[config.mk]
export PLATFORM = sky130hd
export DESIGN_NAME = uart_tx_gen_flat
export DESIGN_NICKNAME = d
export VERILOG_FILES = /design/src/rtl/uart_pkg.sv /design/src/rtl/uart_tx_gen_if.sv /design/src/rtl/uart_fifo.sv /design/src/rtl/uart_tx_gen.sv /design/src/flat_wrapper.sv
export SDC_FILE = /design/constraint.sdc
export NUM_CORES = 1
export LEC_CHECK = 0
export CAP_MARGIN = 20
export CORE_MARGIN = 1.5
export CORE_UTILIZATION = 45
export CTS_BUF_LIST = sky130_fd_sc_hd__clkbuf_4 sky130_fd_sc_hd__clkbuf_8
export DETAILED_ROUTE_END_ITERATION = 7
export PLACE_DENSITY = 0.67
export SLEW_MARGIN = 20
export SYNTH_ARGS = -nofsm -noshare
export SYNTH_HDL_FRONTEND = slang
export SYNTH_SLANG_ARGS = --single-unit
export TNS_END_PERCENT = 30
[constraint.sdc]
create_clock -name clk -period 12.7 [get_ports clk]
set_input_delay 3.81 -clock clk [delete_from_list [all_inputs] [get_ports clk]]
set_output_delay 3.81 -clock clk [all_outputs]
set_load 0.02 [all_outputs]
[src/rtl/uart_pkg.sv]
// Shared encodings for the UART transmitter: FSM states, parity modes and
// data-length codes, plus small decode helpers.
package uart_pkg;

  typedef enum logic [2:0] {
    ST_IDLE   = 3'd0,
    ST_START  = 3'd1,
    ST_DATA   = 3'd2,
    ST_PARITY = 3'd3,
    ST_STOP   = 3'd4
  } uart_state_e;

  localparam logic [1:0] PAR_NONE     = 2'b00;
  localparam logic [1:0] PAR_EVEN     = 2'b01;
  localparam logic [1:0] PAR_ODD      = 2'b10;
  localparam logic [1:0] PAR_NONE_ALT = 2'b11;

  localparam logic [1:0] LEN_5 = 2'b00;
  localparam logic [1:0] LEN_6 = 2'b01;
  localparam logic [1:0] LEN_7 = 2'b10;
  localparam logic [1:0] LEN_8 = 2'b11;

  function automatic logic [3:0] data_len(input logic [1:0] code);
    return 4'd5 + {2'b00, code};
  endfunction

  function automatic logic [7:0] len_mask(input logic [1:0] code);
    logic [7:0] m;
    case (code)
      LEN_5:   m = 8'h1F;
      LEN_6:   m = 8'h3F;
      LEN_7:   m = 8'h7F;
      LEN_8:   m = 8'hFF;
      default: m = 8'hFF;
    endcase
    return m;
  endfunction

  function automatic logic parity_on(input logic [1:0] mode);
    logic en;
    case (mode)
      PAR_EVEN, PAR_ODD:      en = 1'b1;
      PAR_NONE, PAR_NONE_ALT: en = 1'b0;
      default:                en = 1'b0;
    endcase
    return en;
  endfunction

endpackage

[src/rtl/uart_tx_gen_if.sv]
// Byte-stream input of the UART transmitter.
interface uart_tx_gen_if;
  // A byte moves on every rising clk edge where s_valid && s_ready; the
  // master holds s_data/s_valid stable until that edge, s_ready never
  // depends combinationally on s_valid.
  logic [7:0] s_data;
  logic       s_valid;
  logic       s_ready;

  modport master (output s_data, output s_valid, input s_ready);
  modport slave  (input s_data, input s_valid, output s_ready);
endinterface

[src/rtl/uart_fifo.sv]
// Power-of-two circular FIFO with first-word fall-through read data.
module uart_fifo #(
  parameter int WIDTH = 8,
  parameter int DEPTH = 16
) (
  input  logic                     clk,
  input  logic                     rst_n,
  input  logic                     push,
  input  logic                     pop,
  input  logic [WIDTH-1:0]         din,
  output logic [WIDTH-1:0]         dout,
  output logic                     full,
  output logic                     empty,
  output logic [$clog2(DEPTH):0]   level
);
  localparam int AW = $clog2(DEPTH);
  localparam int LW = AW + 1;

  logic [WIDTH-1:0] mem_q [DEPTH];
  logic [AW-1:0]    wr_ptr_q, rd_ptr_q;
  logic [LW-1:0]    level_q;
  logic             do_push, do_pop;

  assign do_push = push && !full;
  assign do_pop  = pop && !empty;
  assign full    = (level_q == LW'(DEPTH));
  assign empty   = (level_q == '0);
  assign level   = level_q;
  assign dout    = mem_q[rd_ptr_q];

  always_ff @(posedge clk) begin
    if (do_push) mem_q[wr_ptr_q] <= din;
  end

  always_ff @(posedge clk or negedge rst_n) begin
    if (!rst_n) begin
      wr_ptr_q <= '0;
      rd_ptr_q <= '0;
      level_q  <= '0;
    end else begin
      if (do_push) wr_ptr_q <= wr_ptr_q + 1'b1;
      if (do_pop)  rd_ptr_q <= rd_ptr_q + 1'b1;
      case ({do_push, do_pop})
        2'b10:   level_q <= level_q + 1'b1;
        2'b01:   level_q <= level_q - 1'b1;
        default: level_q <= level_q;
      endcase
    end
  end
endmodule

[src/rtl/uart_tx_gen.sv]
// Buffered UART transmitter: FIFO feeding a frame FSM with per-frame latched
// divisor, length, parity and stop configuration.
module uart_tx_gen
  import uart_pkg::*;
#(
  parameter int CLK_FREQ   = 100_000_000,
  parameter int BAUD       = 115_200,
  parameter int DIV_W      = 16,
  parameter int FIFO_DEPTH = 16
) (
  input  logic                          clk,
  input  logic                          rst_n,
  uart_tx_gen_if.slave                  s,
  input  logic [DIV_W-1:0]              cfg_div,
  input  logic [1:0]                    cfg_bits,
  input  logic [1:0]                    cfg_parity,
  input  logic                          cfg_stop,
  output logic                          txd,
  output logic                          busy,
  output logic                          tx_done,
  output logic [$clog2(FIFO_DEPTH):0]   level,
  output uart_state_e                   state_dbg
);
  localparam int DEF_DIV = CLK_FREQ / BAUD;

  uart_state_e      state_q, state_d;
  logic [DIV_W-1:0] baud_q, baud_d, div_q, div_d, eff_div;
  logic [2:0]       bit_idx_q, bit_idx_d;
  logic [7:0]       data_q, data_d, fifo_dout;
  logic [1:0]       bits_q, bits_d;
  logic             par_en_q, par_en_d, par_odd_q, par_odd_d, stop2_q, stop2_d;
  logic             txd_q, busy_q, done_q;
  logic             line, done, pop, load, fifo_full, fifo_empty;
  logic             bit_end, last_data, last_stop;

  assign s.s_ready = !fifo_full;

  uart_fifo #(.WIDTH(8), .DEPTH(FIFO_DEPTH)) u_fifo (
    .clk   (clk),
    .rst_n (rst_n),
    .push  (s.s_valid),
    .pop   (pop),
    .din   (s.s_data),
    .dout  (fifo_dout),
    .full  (fifo_full),
    .empty (fifo_empty),
    .level (level)
  );

  assign eff_div   = (cfg_div <= DIV_W'(1)) ? DIV_W'(DEF_DIV) : cfg_div;
  assign bit_end   = (baud_q == div_q - DIV_W'(1));
  assign last_data = ({1'b0, bit_idx_q} == data_len(bits_q) - 4'd1);
  assign last_stop = (bit_idx_q[0] == stop2_q);

  always_comb begin
    state_d   = state_q;
    baud_d    = baud_q;
    bit_idx_d = bit_idx_q;
    data_d    = data_q;
    div_d     = div_q;
    bits_d    = bits_q;
    par_en_d  = par_en_q;
    par_odd_d = par_odd_q;
    stop2_d   = stop2_q;
    line      = 1'b1;
    done      = 1'b0;
    load      = 1'b0;
    pop       = 1'b0;
    if (state_q != ST_IDLE) baud_d = bit_end ? '0 : baud_q + 1'b1;
    case (state_q)
      ST_IDLE: if (!fifo_empty) load = 1'b1;
      ST_START: begin
        line = 1'b0;
        if (bit_end) begin
          state_d   = ST_DATA;
          bit_idx_d = '0;
        end
      end
      ST_DATA: begin
        line = data_q[bit_idx_q];
        if (bit_end) begin
          if (last_data) begin
            state_d   = par_en_q ? ST_PARITY : ST_STOP;
            bit_idx_d = '0;
          end else begin
            bit_idx_d = bit_idx_q + 1'b1;
          end
        end
      end
      ST_PARITY: begin
        // data_q is already masked to the frame length, so a full XOR works.
        line = (^data_q) ^ par_odd_q;
        if (bit_end) state_d = ST_STOP;
      end
      ST_STOP: begin
        line = 1'b1;
        if (bit_end) begin
          if (last_stop) begin
            done = 1'b1;
            if (!fifo_empty) load = 1'b1;
            else             state_d = ST_IDLE;
          end else begin
            bit_idx_d = bit_idx_q + 1'b1;
          end
        end
      end
      default: state_d = ST_IDLE;
    endcase
    if (load) begin
      pop       = 1'b1;
      state_d   = ST_START;
      baud_d    = '0;
      data_d    = fifo_dout & len_mask(cfg_bits);
      div_d     = eff_div;
      bits_d    = cfg_bits;
      par_en_d  = parity_on(cfg_parity);
      par_odd_d = (cfg_parity == PAR_ODD);
      stop2_d   = cfg_stop;
    end
  end

  // Line, busy and done are registered together so they stay cycle-aligned.
  always_ff @(posedge clk or negedge rst_n) begin
    if (!rst_n) begin
      state_q   <= ST_IDLE;
      baud_q    <= '0;
      bit_idx_q <= '0;
      data_q    <= '0;
      div_q     <= DIV_W'(DEF_DIV);
      bits_q    <= LEN_8;
      par_en_q  <= 1'b0;
      par_odd_q <= 1'b0;
      stop2_q   <= 1'b0;
      txd_q     <= 1'b1;
      busy_q    <= 1'b0;
      done_q    <= 1'b0;
    end else begin
      state_q   <= state_d;
      baud_q    <= baud_d;
      bit_idx_q <= bit_idx_d;
      data_q    <= data_d;
      div_q     <= div_d;
      bits_q    <= bits_d;
      par_en_q  <= par_en_d;
      par_odd_q <= par_odd_d;
      stop2_q   <= stop2_d;
      txd_q     <= line;
      busy_q    <= (state_q != ST_IDLE);
      done_q    <= done;
    end
  end

  assign txd       = txd_q;
  assign busy      = busy_q;
  assign tx_done   = done_q;
  assign state_dbg = state_q;
endmodule

[src/flat_wrapper.sv]
// flat-port wrapper written by rule: the top's interface ports become plain ports
module uart_tx_gen_flat import uart_pkg::*;
#(
  parameter int CLK_FREQ   = 100_000_000,
  parameter int BAUD       = 115_200,
  parameter int DIV_W      = 16,
  parameter int FIFO_DEPTH = 16
)
  (clk, rst_n, cfg_div, cfg_bits, cfg_parity, cfg_stop, txd, busy, tx_done, level, state_dbg, s_s_data, s_s_valid, s_s_ready);
  uart_tx_gen_if s_i ();
  input  logic clk;
  input  logic rst_n;
  input  logic [DIV_W-1:0] cfg_div;
  input  logic [1:0] cfg_bits;
  input  logic [1:0] cfg_parity;
  input  logic cfg_stop;
  output logic txd;
  output logic busy;
  output logic tx_done;
  output logic [$clog2(FIFO_DEPTH):0] level;
  output uart_state_e state_dbg;
  input wire logic [$bits(s_i.s_data)-1:0] s_s_data;
  input wire logic [$bits(s_i.s_valid)-1:0] s_s_valid;
  output wire logic [$bits(s_i.s_ready)-1:0] s_s_ready;
  assign s_i.s_data = s_s_data;
  assign s_i.s_valid = s_s_valid;
  assign s_s_ready = s_i.s_ready;
  uart_tx_gen #(.CLK_FREQ(CLK_FREQ), .BAUD(BAUD), .DIV_W(DIV_W), .FIFO_DEPTH(FIFO_DEPTH)) u_core (.clk(clk), .rst_n(rst_n), .s(s_i), .cfg_div(cfg_div), .cfg_bits(cfg_bits), .cfg_parity(cfg_parity), .cfg_stop(cfg_stop), .txd(txd), .busy(busy), .tx_done(tx_done), .level(level), .state_dbg(state_dbg));
endmodule
Yosys cells after proc, flatten, opt, wreduce, memory -nomap -nowiden
Memories as Yosys holds them, arrays and structs flattened. Cells that the tools add are included. Widths: inputs -> output; s select.

Bits in writable memories: 128. Bits in registers: 67. Memories kept: 1. Bits in latches: 0. Output and inout port bits: 12. Memory bits (read-only): 0.

Equal/unequal tests: 28. Multipliers: 0. Shift operators: 0. Add/sub/neg operators: 9. Bitwise logic cells: 2. Mux-type cells: 37. Div/mod/pow operators: 0. Magnitude comparators: 2. Reductions and logical operators: 17.

Memory list: u_core.u_fifo.mem_q (depth 16, bits a word 8, rd ports 1, clocked after Yosys merged registers in 0, wr ports 1, line uart_fifo.sv:19) `logic [WIDTH-1:0] mem_q [DEPTH];`.

Operators by type and width (count): $mux 16 (4); $mux 3 (14); $pmux 8 s4 (1); $ne 3x1->1 const B (7); $add 16x1->16 const B (1); $eq 16x16->1 (1); $le 16x1->1 const B (1); $sub 16x1->16 const B (1); $pmux 3 s5 (1); $eq 2x2->1 const B (5); $mux 1 (10); $pmux 5 s2 (1); $pmux 3 s3 (1); $add 4x1->4 const B (2); $and 8x8->8 (1); $mux 8 (1); $ne 2x1->1 const B (4); $reduce_and 8->1 (1); $reduce_xor 8->1 (1); $eq 2x1->1 const B (3); $eq 3x2->1 const B (2); $reduce_bool 3->1 (2); $add 5x1->5 const B (1); $eq 5x5->1 const B (1); 22 further kinds (28).

Longest topological paths before layout
Word-level depth: 9. Depth in mapped cells: 20. Mapped depth without buffers: 17.

Cells and area by module
Synthesis repeated with hierarchy kept, for this count alone.

Cell total of the unflattened synthesis: 684. Area, all modules: 9296.4 um^2.

By module, submodules not included: uart_fifo (area each 5779.3 um^2, cells each 332, sequential area each 4169.0 um^2, instances 1); uart_tx_gen (area each 3517.1 um^2, cells each 352, sequential area each 1361.3 um^2, instances 1).

Least setup slack after synthesis
OpenSTA, ideal clock, no wires.

Path kind: input -> register. From: in s_s_valid. To: reg u_core.u_fifo.level_q[4], in the netlist u_core.u_fifo.level[4]. Slack: 6845 ps. Arrival: 5722 ps. Cell stages on the path: 13. Cells stage by stage: and2_1 > clkbuf_1 > inv_1 > ha_1 > clkbuf_1 > xor2_1 > ha_1 > o21ai_0 > a21oi_1 > a21oi_1 > xor2_1 > nor2_1 > xor2_1.

Word-level cells in the longest chain between the ends: 3. Elaborated cells on any way between the ends: 5. Classes of those cells: 2 x eq/ne; 1 x mux; 2 x reduce/logical.

Ends and longest elaborated chain: start, declared (line flat_wrapper.sv:23) `input wire logic [$bits(s_i.s_valid)-1:0] s_s_valid;`; $logic_and 1x1->1 (*) (line uart_fifo.sv:24) `assign do_push = push && !full;`; $eq 2x1->1 / $eq 2x2->1 (equally long branches) (line uart_fifo.sv:43) `case ({do_push, do_pop})`; $pmux 5 s2 / $reduce_bool 2->1 (equally long branches); end signal, assigned (line uart_fifo.sv:44) `2'b10: level_q <= level_q + 1'b1;`; end signal, assigned (line uart_fifo.sv:45) `2'b01: level_q <= level_q - 1'b1;`; end signal, assigned (line uart_fifo.sv:46) `default: level_q <= level_q;`; end, declared (line uart_fifo.sv:21) `logic [LW-1:0] level_q;`.

Every way passes the cells marked *; elsewhere a longest branch is shown, timed or not. A chain may end at the register's enable or synchronous reset.

Worst setup path after layout
Ends and elaborated chain as after synthesis.

==> flow_metrics.tcl <==
set metrics [dict create \
    synth_edf_count 128 \
    worst_hold_slack_ns 0.514 \
    first_pass_iters 6 \
    irDropWorstVdd_mv 0.0922 \
    yosysUniqueCellTypes 65 \
    coreArea_mm2 0.0201 \
    status "complete, no violations" \
    synth_fp_nets 719 \
    r2r_cells 18 \
    crit_end "u_core.u_fifo.level[4]" \
    layout_commonest_cell "edfxtp_1" \
    place_inst 955 \
    post_cts_buffers 0 \
    path_cells "clkdlybuf4s50_1, and2_1, inv_1, ha_1, xor2_1, ha_1, o21ai_0, a21oi_1, a21oi_1, xor2_1, nor2_1, xor2_1" \
    pin_count 44 \
    grt_pass1_wl_um 31900 \
    syn_inst 674 \
    worstMarginPinSlew_ns 1.04 \
    place_hpwl_um 13400 \
    area_growth_syn_to_layout_pct 11.8 \
    reg2reg_to "u_core.u_fifo.level[4]" \
    ys_warn_count 0 \
    critPathLaunch "s_s_valid" \
    diodes 0 \
    die_h_um 146 \
    cts.sinks 195 \
    finalCriticalPeriod_ns 5.92 \
    final-setup-viol-count 0 \
    tns_ns 0 \
    critPathKind "primary input to flip-flop" \
    async_flop_share 0.344 \
    clock_path_buffers 2 \
    timing.critical_path.mode_cell "xor2_1" \
    hold_viol 0 \
    seq_area_mm2 0.00553 \
    start_kind "primary input" \
    ys.flop_type "edfxtp_1" \
    worstPathMaxFanout 9 \
    layout_common_cells "edfxtp_1, dfrtp_1, clkdlybuf4s50_1, nor2_1" \
    r2r_slack_ns 7.66 \
    grt_pass1_vias 5745 \
    fin_util 0.511 \
    io_buffers 43 \
    critPathSlowestCell "clkdlybuf4s50_1" \
    grt_max_degree 68 \
    die_w_um 146 \
    nFillCells 1662 \
    initial_utilization 0.456 \
    worstPathArrival_ns 6.29 \
    overflow 0 \
    post-place-ws_ns 6.28 \
    reg2reg_from "u_core.div_q[0]" \
    drt_iter0_markers 458 \
    fmax_ghz 0.169 \
    crit_path_max_incr_delay_ns 0.45 \
    avgSynthCellArea_um2 13.6 \
    antenna_found_initial 0 \
    setup_ws_ns 6.78 \
    drt-total-wl_um 19800 \
    ctsHtreeMaxLevel 4 \
    endpoint_kind "flip-flop" \
    gp_congestion 0.880 \
    cts_hold_buf 0 \
    relSlewSlack 0.301 \
    avgViaCountPerCell 5.73 \
    finalMaxSlewViolations 0 \
    power_leakage_nw 3.76 \
    rows 52 \
    hp-class "flip-flop to flip-flop" \
    cts_tree "built" \
    fin_crit_sh 0.466 \
    drc 0 \
    drt-wirelength-per-cell_um 20.0 \
    antenna_left 0 \
    multi_input_area_mm2 0.00337 \
    drive_above_1_share 0.130 \
    vias 5666 \
    syn_area_mm2 0.00918 \
    crit_required_ns 13.07 \
    ys_ff_latch 195 \
    seq_area_frac_synth 0.603 \
    power_density_mw_per_mm2 147 \
    rsz0062_at_grt "no" \
    track_usage 0.196 \
    clock_latency_ns 0.49 \
    final_cells 988 \
    clk_pin_slew_worst_paths_ns 0.11 \
    clock_skew_ns 0.0210 \
    cap_violations 0 \
    ctsResizeCount 0 \
    cts_buffers 17 \
    cts_root_buf "clkbuf_8" \
    nNetsFinal 750 \
    fp.dieArea_mm2 0.0213 \
]
-- critical path: cells and delay by family --
family	cells	cell delay (ns)
buffers and inverters	2	0.57
XOR/XNOR	3	0.51
AND/OR/NAND/NOR	2	0.42
adder cells (fa/ha/maj)	2	0.54
AO/OA/AOI/OAI	3	0.44
-- routing by layer --
layer  global-route usage  share of wire  routed length, µm
met2                0.317           0.49               9620
met1                0.248           0.42               8280
met3               0.0517          0.063               1240
met5                    0              0                  0
met4               0.0852          0.032                638
-- flip-flops by register name, summed over array words and instances (netlist names), 2 cells and up --
signal                  cells
u_core.u_fifo.wr_ptr_q      4
u_core.u_fifo.rd_ptr_q      4
u_core.bit_idx_q            3
u_core.baud_q              16
u_core.bits_q               2
u_core.data_q               8
u_core.div_q               16
u_core.state_dbg            3
u_core.u_fifo.level         5
u_core.u_fifo.mem_q       128
-- Yosys cell counts, types with 10 or more instances --
cell type	count	area [µm²]
ha_1	13	163
nand4_1	10	62.6
xor2_1	17	149
a31oi_1	13	81.3
o21ai_0	16	80.1
nand2_1	34	128
nor3_1	15	75.1
mux2_1	18	203
mux4_2	26	586
clkbuf_1	26	97.6
dfrtp_1	59	1480
nand3_1	25	125
nor2_1	41	154
a21oi_1	19	95.1
inv_1	29	109
xnor2_1	27	236
edfxtp_1	128	3840
mux2i_1	34	340
-- area by class of cell --
| cell class | count | area share |
|---|---|---|
| clock buffers | 17 | 0.0228 |
| clock inverters | 15 | 0.0205 |
| inverters | 30 | 0.0110 |
| multi-input cells | 412 | 0.328 |
| flip-flops and latches | 195 | 0.539 |
| well taps | 270 | 0.0329 |
| repair buffers | 49 | 0.0456 |
-- report_power, final --
group | internal [mW] | switching, mW | leakage [nW]
logic | 0.117 | 0.147 | 1.58
clock network | 0.159 | 0.268 | 0.214
registers | 0.751 | 0.0655 | 1.97
total | 1.03 | 0.481 | 3.76
-- worst min-delay path by stage --
stage,startpoint,end,slack (ns),cells past startpoint
2_1_floorplan,u_core.div_q[6],u_core.div_q[6],0.47,2
3_5_place_dp,u_core.div_q[6],u_core.div_q[6],0.49,2
5_1_grt,u_core.div_q[6],u_core.div_q[6],0.55,2
3_3_place_gp,u_core.div_q[6],u_core.div_q[6],0.49,2
6_report,u_core.div_q[6],u_core.div_q[6],0.51,2
4_1_cts,u_core.div_q[6],u_core.div_q[6],0.52,2
-- cell families (layout without fill, tap and decap cells) --
family | after synthesis | count (layout) | share of synthesized area
flops | 195 | 195 | 0.603
fa+ha+maj | 13 | 13 | 0.0177
compound gates | 95 | 95 | 0.0743
buf+inv | 67 | 111 | 0.0312
simple gates | 179 | 179 | 0.105
mux | 81 | 81 | 0.127
xor+xnor | 44 | 44 | 0.0420
-- per-stage QoR --
stage               total power [mW]  area [µm²]
detailed placement              1.09        9800
CTS                             1.52       10200
global route                    1.58       10300
global placement                1.08        9800
floorplan                      0.989        9180
finish                          1.51       10300
(Power assumes the default switching activity.)
